`src/rtl/mmp_iddmm_pkg.sv`:
```
// Shared definitions for the mmp_iddmm engine arbiter and engine wrappers:
// arbiter FSM states and the engine write-enable bit positions.
package mmp_iddmm_pkg;

    typedef enum logic [2:0] {
        IDLE,
        GRANT,
        LOAD,
        START,
        RUN,
        DONE
    } arb_state_e;

    localparam int unsigned WR_X = 0;
    localparam int unsigned WR_Y = 1;
    localparam int unsigned WR_M = 2;
    localparam int unsigned WR_W = 3;

endpackage

```
`src/rtl/mmp_rr_arb.sv`:
```
// Combinational round-robin pick: the first asserted req bit at or after ptr,
// wrapping modulo NREQ. Returns a one-hot winner and an any-request flag.
module mmp_rr_arb #(
    parameter int unsigned NREQ  = 2,
    parameter int unsigned IDX_W = $clog2(NREQ)
) (
    input  logic [NREQ-1:0]  req,
    input  logic [IDX_W-1:0] ptr,
    output logic [NREQ-1:0]  win,
    output logic             any
);

    logic [IDX_W-1:0] idx;

    always_comb begin
        win = '0;
        any = 1'b0;
        idx = '0;
        for (int unsigned i = 0; i < NREQ; i++) begin
            idx = IDX_W'((32'(ptr) + i) % NREQ);
            if (!any && req[idx]) begin
                win[idx] = 1'b1;
                any      = 1'b1;
            end
        end
    end

endmodule

```
`src/rtl/mmp_iddmm_arb.sv`:
```
// Round-robin sharing of one mmp_iddmm_sp Montgomery engine between NREQ requesters.
// Optional MMP_ARB_PERF_EN adds saturating per-requester job and busy-cycle counters.
module mmp_iddmm_arb
    import mmp_iddmm_pkg::*;
#(
    parameter int unsigned NREQ   = 2,
    parameter int unsigned K      = 128,
    parameter int unsigned N      = 32,
    parameter int unsigned ADDR_W = $clog2(N)
) (
    input  logic                     clk,
    input  logic                     rst,
    input  logic [NREQ-1:0]          req,
    output logic [NREQ-1:0]          gnt,
    input  logic [NREQ*WR_W-1:0]     ld_ena,
    input  logic [NREQ*ADDR_W-1:0]   ld_addr,
    input  logic [NREQ*K-1:0]        ld_x,
    input  logic [NREQ*K-1:0]        ld_y,
    input  logic [NREQ*K-1:0]        ld_m,
    input  logic [NREQ*K-1:0]        ld_m1,
    input  logic [NREQ-1:0]          ld_done,
    output logic [WR_W-1:0]          eng_wr_ena,
    output logic [ADDR_W-1:0]        eng_wr_addr,
    output logic [K-1:0]             eng_wr_x,
    output logic [K-1:0]             eng_wr_y,
    output logic [K-1:0]             eng_wr_m,
    output logic [K-1:0]             eng_wr_m1,
    output logic                     eng_task_req,
    input  logic                     eng_task_grant,
    input  logic [K-1:0]             eng_task_res,
    input  logic                     eng_task_end,
    output logic [NREQ-1:0]          res_val,
    output logic [K-1:0]             res_data,
    output logic [NREQ-1:0]          res_end,
    output logic                     busy
`ifdef MMP_ARB_PERF_EN
    ,
    output logic [NREQ*16-1:0]       perf_jobs,
    output logic [31:0]              perf_busy
`endif
);

    localparam int unsigned IDX_W = $clog2(NREQ);

    arb_state_e       state_q, state_d;
    logic [IDX_W-1:0] w_q, w_d;
    logic [IDX_W-1:0] ptr_q, ptr_d;
    logic [NREQ-1:0]  gnt_q, gnt_d;
    logic [WR_W-1:0]  wr_ena_q, wr_ena_d;
    logic [ADDR_W-1:0] wr_addr_q, wr_addr_d;
    logic [K-1:0]     wr_x_q, wr_x_d, wr_y_q, wr_y_d;
    logic [K-1:0]     wr_m_q, wr_m_d, wr_m1_q, wr_m1_d;
    logic             task_req_q, task_req_d;

    logic [NREQ-1:0]  win;
    logic             win_any;
    logic [IDX_W-1:0] win_idx;

    logic [WR_W-1:0]  sel_ena;
    logic [ADDR_W-1:0] sel_addr;
    logic [K-1:0]     sel_x, sel_y, sel_m, sel_m1;
    logic             sel_req, sel_done;

    mmp_rr_arb #(
        .NREQ  (NREQ),
        .IDX_W (IDX_W)
    ) u_rr (
        .req (req),
        .ptr (ptr_q),
        .win (win),
        .any (win_any)
    );

    always_comb begin
        win_idx = '0;
        for (int unsigned i = 0; i < NREQ; i++) begin
            if (win[i]) win_idx = IDX_W'(i);
        end
    end

    // Operand port of the granted requester only; all others are never looked at.
    always_comb begin
        sel_ena  = '0;
        sel_addr = '0;
        sel_x    = '0;
        sel_y    = '0;
        sel_m    = '0;
        sel_m1   = '0;
        sel_req  = 1'b0;
        sel_done = 1'b0;
        for (int unsigned i = 0; i < NREQ; i++) begin
            if (w_q == IDX_W'(i)) begin
                sel_ena  = ld_ena[i*WR_W +: WR_W];
                sel_addr = ld_addr[i*ADDR_W +: ADDR_W];
                sel_x    = ld_x[i*K +: K];
                sel_y    = ld_y[i*K +: K];
                sel_m    = ld_m[i*K +: K];
                sel_m1   = ld_m1[i*K +: K];
                sel_req  = req[i];
                sel_done = ld_done[i];
            end
        end
    end

    always_comb begin
        state_d    = state_q;
        w_d        = w_q;
        ptr_d      = ptr_q;
        gnt_d      = gnt_q;
        wr_ena_d   = '0;
        wr_addr_d  = wr_addr_q;
        wr_x_d     = wr_x_q;
        wr_y_d     = wr_y_q;
        wr_m_d     = wr_m_q;
        wr_m1_d    = wr_m1_q;
        task_req_d = 1'b0;
        unique case (state_q)
            IDLE: begin
                if (|req) state_d = GRANT;
            end
            GRANT: begin
                if (win_any) begin
                    w_d     = win_idx;
                    gnt_d   = win;
                    state_d = LOAD;
                end else begin
                    state_d = IDLE;
                end
            end
            LOAD: begin
                if (!sel_req) begin
                    state_d = DONE;
                end else begin
                    wr_ena_d = sel_ena;
                    if (|sel_ena) begin
                        wr_addr_d = sel_addr;
                        wr_x_d    = sel_x;
                        wr_y_d    = sel_y;
                        wr_m_d    = sel_m;
                        wr_m1_d   = sel_m1;
                    end
                    if (sel_done) state_d = START;
                end
            end
            // task_req is registered, so a write issued alongside ld_done lands one cycle ahead of it.
            START: begin
                task_req_d = 1'b1;
                state_d    = RUN;
            end
            RUN: begin
                if (eng_task_end) state_d = DONE;
            end
            DONE: begin
                gnt_d   = '0;
                ptr_d   = (w_q == IDX_W'(NREQ - 1)) ? '0 : w_q + IDX_W'(1);
                state_d = IDLE;
            end
            default: state_d = IDLE;
        endcase
    end

    always_ff @(posedge clk or posedge rst) begin
        if (rst) begin
            state_q    <= IDLE;
            w_q        <= '0;
            ptr_q      <= '0;
            gnt_q      <= '0;
            wr_ena_q   <= '0;
            wr_addr_q  <= '0;
            wr_x_q     <= '0;
            wr_y_q     <= '0;
            wr_m_q     <= '0;
            wr_m1_q    <= '0;
            task_req_q <= 1'b0;
        end else begin
            state_q    <= state_d;
            w_q        <= w_d;
            ptr_q      <= ptr_d;
            gnt_q      <= gnt_d;
            wr_ena_q   <= wr_ena_d;
            wr_addr_q  <= wr_addr_d;
            wr_x_q     <= wr_x_d;
            wr_y_q     <= wr_y_d;
            wr_m_q     <= wr_m_d;
            wr_m1_q    <= wr_m1_d;
            task_req_q <= task_req_d;
        end
    end

    always_comb begin
        res_val  = '0;
        res_end  = '0;
        res_data = '0;
        if (state_q == RUN) begin
            res_val[w_q] = eng_task_grant;
            res_end[w_q] = eng_task_end;
            res_data     = eng_task_res;
        end
    end

    assign gnt          = gnt_q;
    assign busy         = (state_q != IDLE);
    assign eng_wr_ena   = wr_ena_q;
    assign eng_wr_addr  = wr_addr_q;
    assign eng_wr_x     = wr_x_q;
    assign eng_wr_y     = wr_y_q;
    assign eng_wr_m     = wr_m_q;
    assign eng_wr_m1    = wr_m1_q;
    assign eng_task_req = task_req_q;

`ifdef MMP_ARB_PERF_EN
    logic [NREQ*16-1:0] perf_jobs_q, perf_jobs_d;
    logic [31:0]        perf_busy_q, perf_busy_d;

    always_comb begin
        perf_jobs_d = perf_jobs_q;
        perf_busy_d = perf_busy_q;
        for (int unsigned i = 0; i < NREQ; i++) begin
            if (res_end[i] && (perf_jobs_q[i*16 +: 16] != '1)) begin
                perf_jobs_d[i*16 +: 16] = perf_jobs_q[i*16 +: 16] + 16'd1;
            end
        end
        if (busy && (perf_busy_q != '1)) perf_busy_d = perf_busy_q + 32'd1;
    end

    always_ff @(posedge clk or posedge rst) begin
        if (rst) begin
            perf_jobs_q <= '0;
            perf_busy_q <= '0;
        end else begin
            perf_jobs_q <= perf_jobs_d;
            perf_busy_q <= perf_busy_d;
        end
    end

    assign perf_jobs = perf_jobs_q;
    assign perf_busy = perf_busy_q;
`endif

endmodule

```
`config.mk`:
```
export PLATFORM = sky130hd
export DESIGN_NAME = mmp_iddmm_arb
export DESIGN_NICKNAME = d
export VERILOG_FILES = /design/src/rtl/mmp_iddmm_pkg.sv /design/src/rtl/mmp_rr_arb.sv /design/src/rtl/mmp_iddmm_arb.sv
export SDC_FILE = /design/constraint.sdc
export NUM_CORES = 1
export LEC_CHECK = 0
export ABC_AREA = 1
export ABC_CLOCK_PERIOD_IN_PS = 36300
export CORE_AREA = 2 2 718 720
export CTS_BUF_LIST = sky130_fd_sc_hd__clkbuf_8 sky130_fd_sc_hd__clkbuf_16
export DETAILED_ROUTE_END_ITERATION = 10
export DIE_AREA = 0 0 720 722
export DONT_BUFFER_PORTS = 1
export PLACE_DENSITY = 0.3
export SLEW_MARGIN = 20
export SYNTH_ARGS = -nofsm -noshare
export SYNTH_HDL_FRONTEND = slang
export SYNTH_SLANG_ARGS = --single-unit
```
`constraint.sdc`:
```
create_clock -name clk -period 36.3 [get_ports clk]
set_input_delay 1.815 -clock clk [delete_from_list [all_inputs] [get_ports clk]]
set_output_delay 1.815 -clock clk [all_outputs]
set_load 0.005 [all_outputs]
```
==> run summary <==
The flow ran to the end, and the final reports show no timing, DRC or antenna violations. The min-delay analysis places its worst path in the category reg2reg. Data on the critical path arrives at its endpoint at 6.70 ns. The synthesized design contains 528 register bits.

The floorplan has 263 rows. The area used by multi-input combinational logic was 13,100 sq um. In the layout the commonest cells are 2,612 x sky130_fd_sc_hd__nand2_1, 524 x sky130_fd_sc_hd__dfrtp_1, 522 x sky130_fd_sc_hd__nand3_1. In this run, the number of DRC markers left after iteration 0 of detailed routing was 2,508. The number of global-route vias before repair is 28,300. Fraction of synthesized cell area in xor and xnor cells: 0%. The die span in y was 722 um; the via total after detailed routing was 29,600.

The number of clock buffers added by TritonCTS is 83. The share of the clock period used by the worst path after layout was 16.4%; the number of placed I/O pins was 1,832. Measured against the total synthesized area, the mux share comes to 0%. The number of vias per cell came out at 2.70. Power after layout: 3.35 mW.

Yosys printed 0 warnings. The worst register-to-register path begins at w_q$_DFFE_PP0P_. Sorting the synthesized cells by area gives the leading types as sky130_fd_sc_hd__dfrtp_1 47%, sky130_fd_sc_hd__nand2_1 35%, sky130_fd_sc_hd__nand3_1 9.3%.

For the final standard cell count with taps included and fillers excluded, the log shows 11,000. For the number of failing hold endpoints at the final stage, the log shows 0. The chip width is 720 um. Based on the critical path, the design can be clocked at up to 168 MHz. Mean routed wirelength per cell: 32.1 um. The post-CTS setup-driven buffer insertion count was 0; the number of hold buffers added after CTS was 0.

The number of max-slew violations in the final report is 0, and the post-route minimum period is 5.96 ns. The sum of overflow across all layers after global routing was 0; the total number of nets in the final design was 5,282. The type of origin of the critical path is a flip-flop.

At the later pin of the worst-skew pair, clock insertion delay measures 0.81 ns. Final hold analysis gives a worst-case slack of 0.521 ns. Setup repair after global routing left no endpoint under its margin. Transition time at the pin with the least slew margin: 1.23 ns. The sequential share of the synthesized area is 47.1%, and the number of remaining DRC errors is 0. Detailed placement ended at an HPWL of 306 mm. For the number of inserted filler cells in the final layout, the log shows 60,500. Total of cells resized after clock tree synthesis: 0.

The routability congestion estimate was 1.10; the number of instances in the synthesized netlist was 4,262. The largest fanout of any net on the critical path is 111, and the fraction of the mapped netlist area in compound gates is 0.125%. In this run, distinct cell masters in the synthesized netlist total 15. Summed over all failing endpoints, the final setup total negative slack is 0 ns. The analysis attributes to cell leakage a power of 18.3 nW. For flop-to-flop paths, the worst setup slack is 30.34 ns. The die covers 520,000 sq um. Summing the areas of all and, or, nand and nor instances in the mapped netlist gives 46.3% of the synthesized area. STA classifies the critical path endpoint as a flip-flop. The clock-pin slew of the registers on the worst-case setup and hold paths was 0.06 ns. Tracing the worst setup path back leads to its startpoint at w_q$_DFFE_PP0P_.

The main combinational cell family by area after synthesis was simple AND/OR/NAND/NOR gates. In this run the remaining antenna-violating nets after routing total 0. Of the post-synthesis cell area, the dominant cell type holds 47.1%. For this design the total switching power over the nets is 1.74 mW. A synthesized cell averages 6.58 sq um. For the power share of the clock group, the log shows 25.0%. The first-pass iteration count of the detailed router was 6. For this design, the sink count on the clock tree is 528. The storage element area is 13,200 sq um, and the final-report setup violation count is 0. For the floorplan core area, the log shows 512,000 sq um. For the core occupancy in the finished layout, the log shows 7.55%. The aggregate global-route resource usage was 12.9%.

Dividing total power by cell area gives a power density of 86.6 nW/um^2. The number of nets in the synthesized netlist is 5,438. TritonCTS built the clock tree. The clock tree skew after final layout is 0.0602 ns. The startpoint identified for the worst hold timing path is ptr_q$_DFFE_PP0P_. Relative to the synthesized area, the layout overhead comes to 37.8%.

The tools report the internal power consumption as 1.60 mW. The number of antenna violations at the first check in global routing was 226. The worst setup path category was reg2reg. The tools report the largest voltage drop on the vdd net as 0.0000391 V. The synthesized netlist occupies a cell area of 28,000 sq um.

Summed over all layers, the routed wires come to 352 mm. For the global-route wire length before repair, the log shows 417 mm. CTS placed an instance of sky130_fd_sc_hd__clkbuf_16 at the clock tree root. The run gives 123 as the pin count of the biggest net entering global routing. The dominant cell type by area after synthesis is sky130_fd_sc_hd__dfrtp_1.

The initial core utilization is 5.48%, and the proportion of total power due to net switching is 52.0%. The share of synthesized cell area in full adder, half adder and majority cells was 0%; the share of cells above drive strength 1 was 5.04%. The H-tree generated during clock tree synthesis spans 3 levels.

In this run, flip-flops and latches consume 42.4% of the power. The number of placed instances, taps included, is 10,800. Combinational cells account for 32.6% of the total power.

Max-cap violations in this run came to 0. The tools report the number of buffers on the longest clock path as 4. The logs give 37.05 ns for the critical path required time and 17.4% for the worst slew slack as a fraction of its limit.

Input and output buffers added on the ports amount to 0. The most common cell after layout, fill and taps aside is sky130_fd_sc_hd__nand2_1.
layout make-up:
type	instances	share of cell area, %
Tap cell	6757	21.9
Clock buffer	96	5.84
Clock inverter	48	1.04
Timing Repair Buffer	60	1.36
Antenna cell	48	0.311
Sequential cell	528	34.2
Inverter	145	1.45
Multi-Input combinational cell	3288	33.9
power by group through the flow:
stage | sequential, mW | clock [mW] | combinational, mW
finish | 1.42 | 0.835 | 1.09
global route | 1.47 | 0.893 | 1.22
CTS | 1.47 | 0.879 | 1.11
detailed placement | 1.48 | 0 | 1.11
global placement | 1.49 | 0 | 1.12
floorplan | 1.01 | 0 | 0.682
flip-flops by register name (all words and copies together) (netlist names):
register / cells
eng_task_req: 1
eng_wr_addr: 5
eng_wr_y: 128
eng_wr_ena: 3
gnt: 2
w_q: 1
eng_wr_m1: 128
eng_wr_m: 128
state_q: 3
ptr_q: 1
eng_wr_x: 128
cell usage after synthesis:
master                     count
sky130_fd_sc_hd__buf_1        13
sky130_fd_sc_hd__buf_2        80
sky130_fd_sc_hd__buf_4         5
sky130_fd_sc_hd__buf_6         2
sky130_fd_sc_hd__clkbuf_1    201
sky130_fd_sc_hd__dfrtp_1     528
sky130_fd_sc_hd__inv_1       144
sky130_fd_sc_hd__inv_2         1
sky130_fd_sc_hd__nand2_1    2614
sky130_fd_sc_hd__nand2_2       1
sky130_fd_sc_hd__nand3_1     522
sky130_fd_sc_hd__nand3_2       1
sky130_fd_sc_hd__nor2_1      139
sky130_fd_sc_hd__nor3_1        4
sky130_fd_sc_hd__o21ai_0       7
worst paths after layout:
check                           cells after the start                  endpoint
worst min register to register                      2         ptr_q$_DFFE_PP0P_
worst max register to register                     12  eng_wr_y[76]$_DFFE_PP0P_
min in group asynchronous                           1  eng_wr_m[87]$_DFFE_PP0P_
max in group asynchronous                           4  eng_wr_x[98]$_DFFE_PP0P_
worst min-delay path                                2         ptr_q$_DFFE_PP0P_
worst max-delay path                               12  eng_wr_y[76]$_DFFE_PP0P_
worst max-delay path, cell delays in order (launching register included):
cell and delay [ns]:
sky130_fd_sc_hd__dfrtp_4 0.75, sky130_fd_sc_hd__inv_8 0.20, sky130_fd_sc_hd__buf_4 0.43, sky130_fd_sc_hd__nand2_1 0.14, sky130_fd_sc_hd__nand2_1 0.08, sky130_fd_sc_hd__nor2_1 0.40
sky130_fd_sc_hd__nand2_8 0.44, sky130_fd_sc_hd__nand2_4 0.66, sky130_fd_sc_hd__buf_12 0.46, sky130_fd_sc_hd__buf_4 0.75, sky130_fd_sc_hd__buf_4 0.81, sky130_fd_sc_hd__nand2_1 0.14
sky130_fd_sc_hd__nand2_1 0.10
layer usage:
metal | GRT usage, % | wire length, um | up-vias
li1 | - | - | 12800
met1 | 13.9 | 128000 | 14500
met5 | 0 | 815 | -
met3 | 8.12 | 49700 | 544
met4 | 3.77 | 12400 | 124
met2 | 20.9 | 161000 | 1683
logic make-up (layout without fill, tap and decap cells):
logic type             Yosys count  in the layout
buffers and inverters          446            349
and+or+nand+nor               3281           3281
DFF                            528            528
AOI/OAI and AO/OA                7              7
other                            0             48
per-stage QoR:
| step | area [sq um] | setup WS [ns] |
|---|---|---|
| detailed placement | 35800 | 29.93 |
| finish | 38600 | 30.34 |
| CTS | 38500 | 30.23 |
| global placement | 35800 | 30.02 |
| global route | 38500 | 29.92 |
| floorplan | 28000 | 19.73 |
Note: power is estimated with default switching activity, not from simulation.
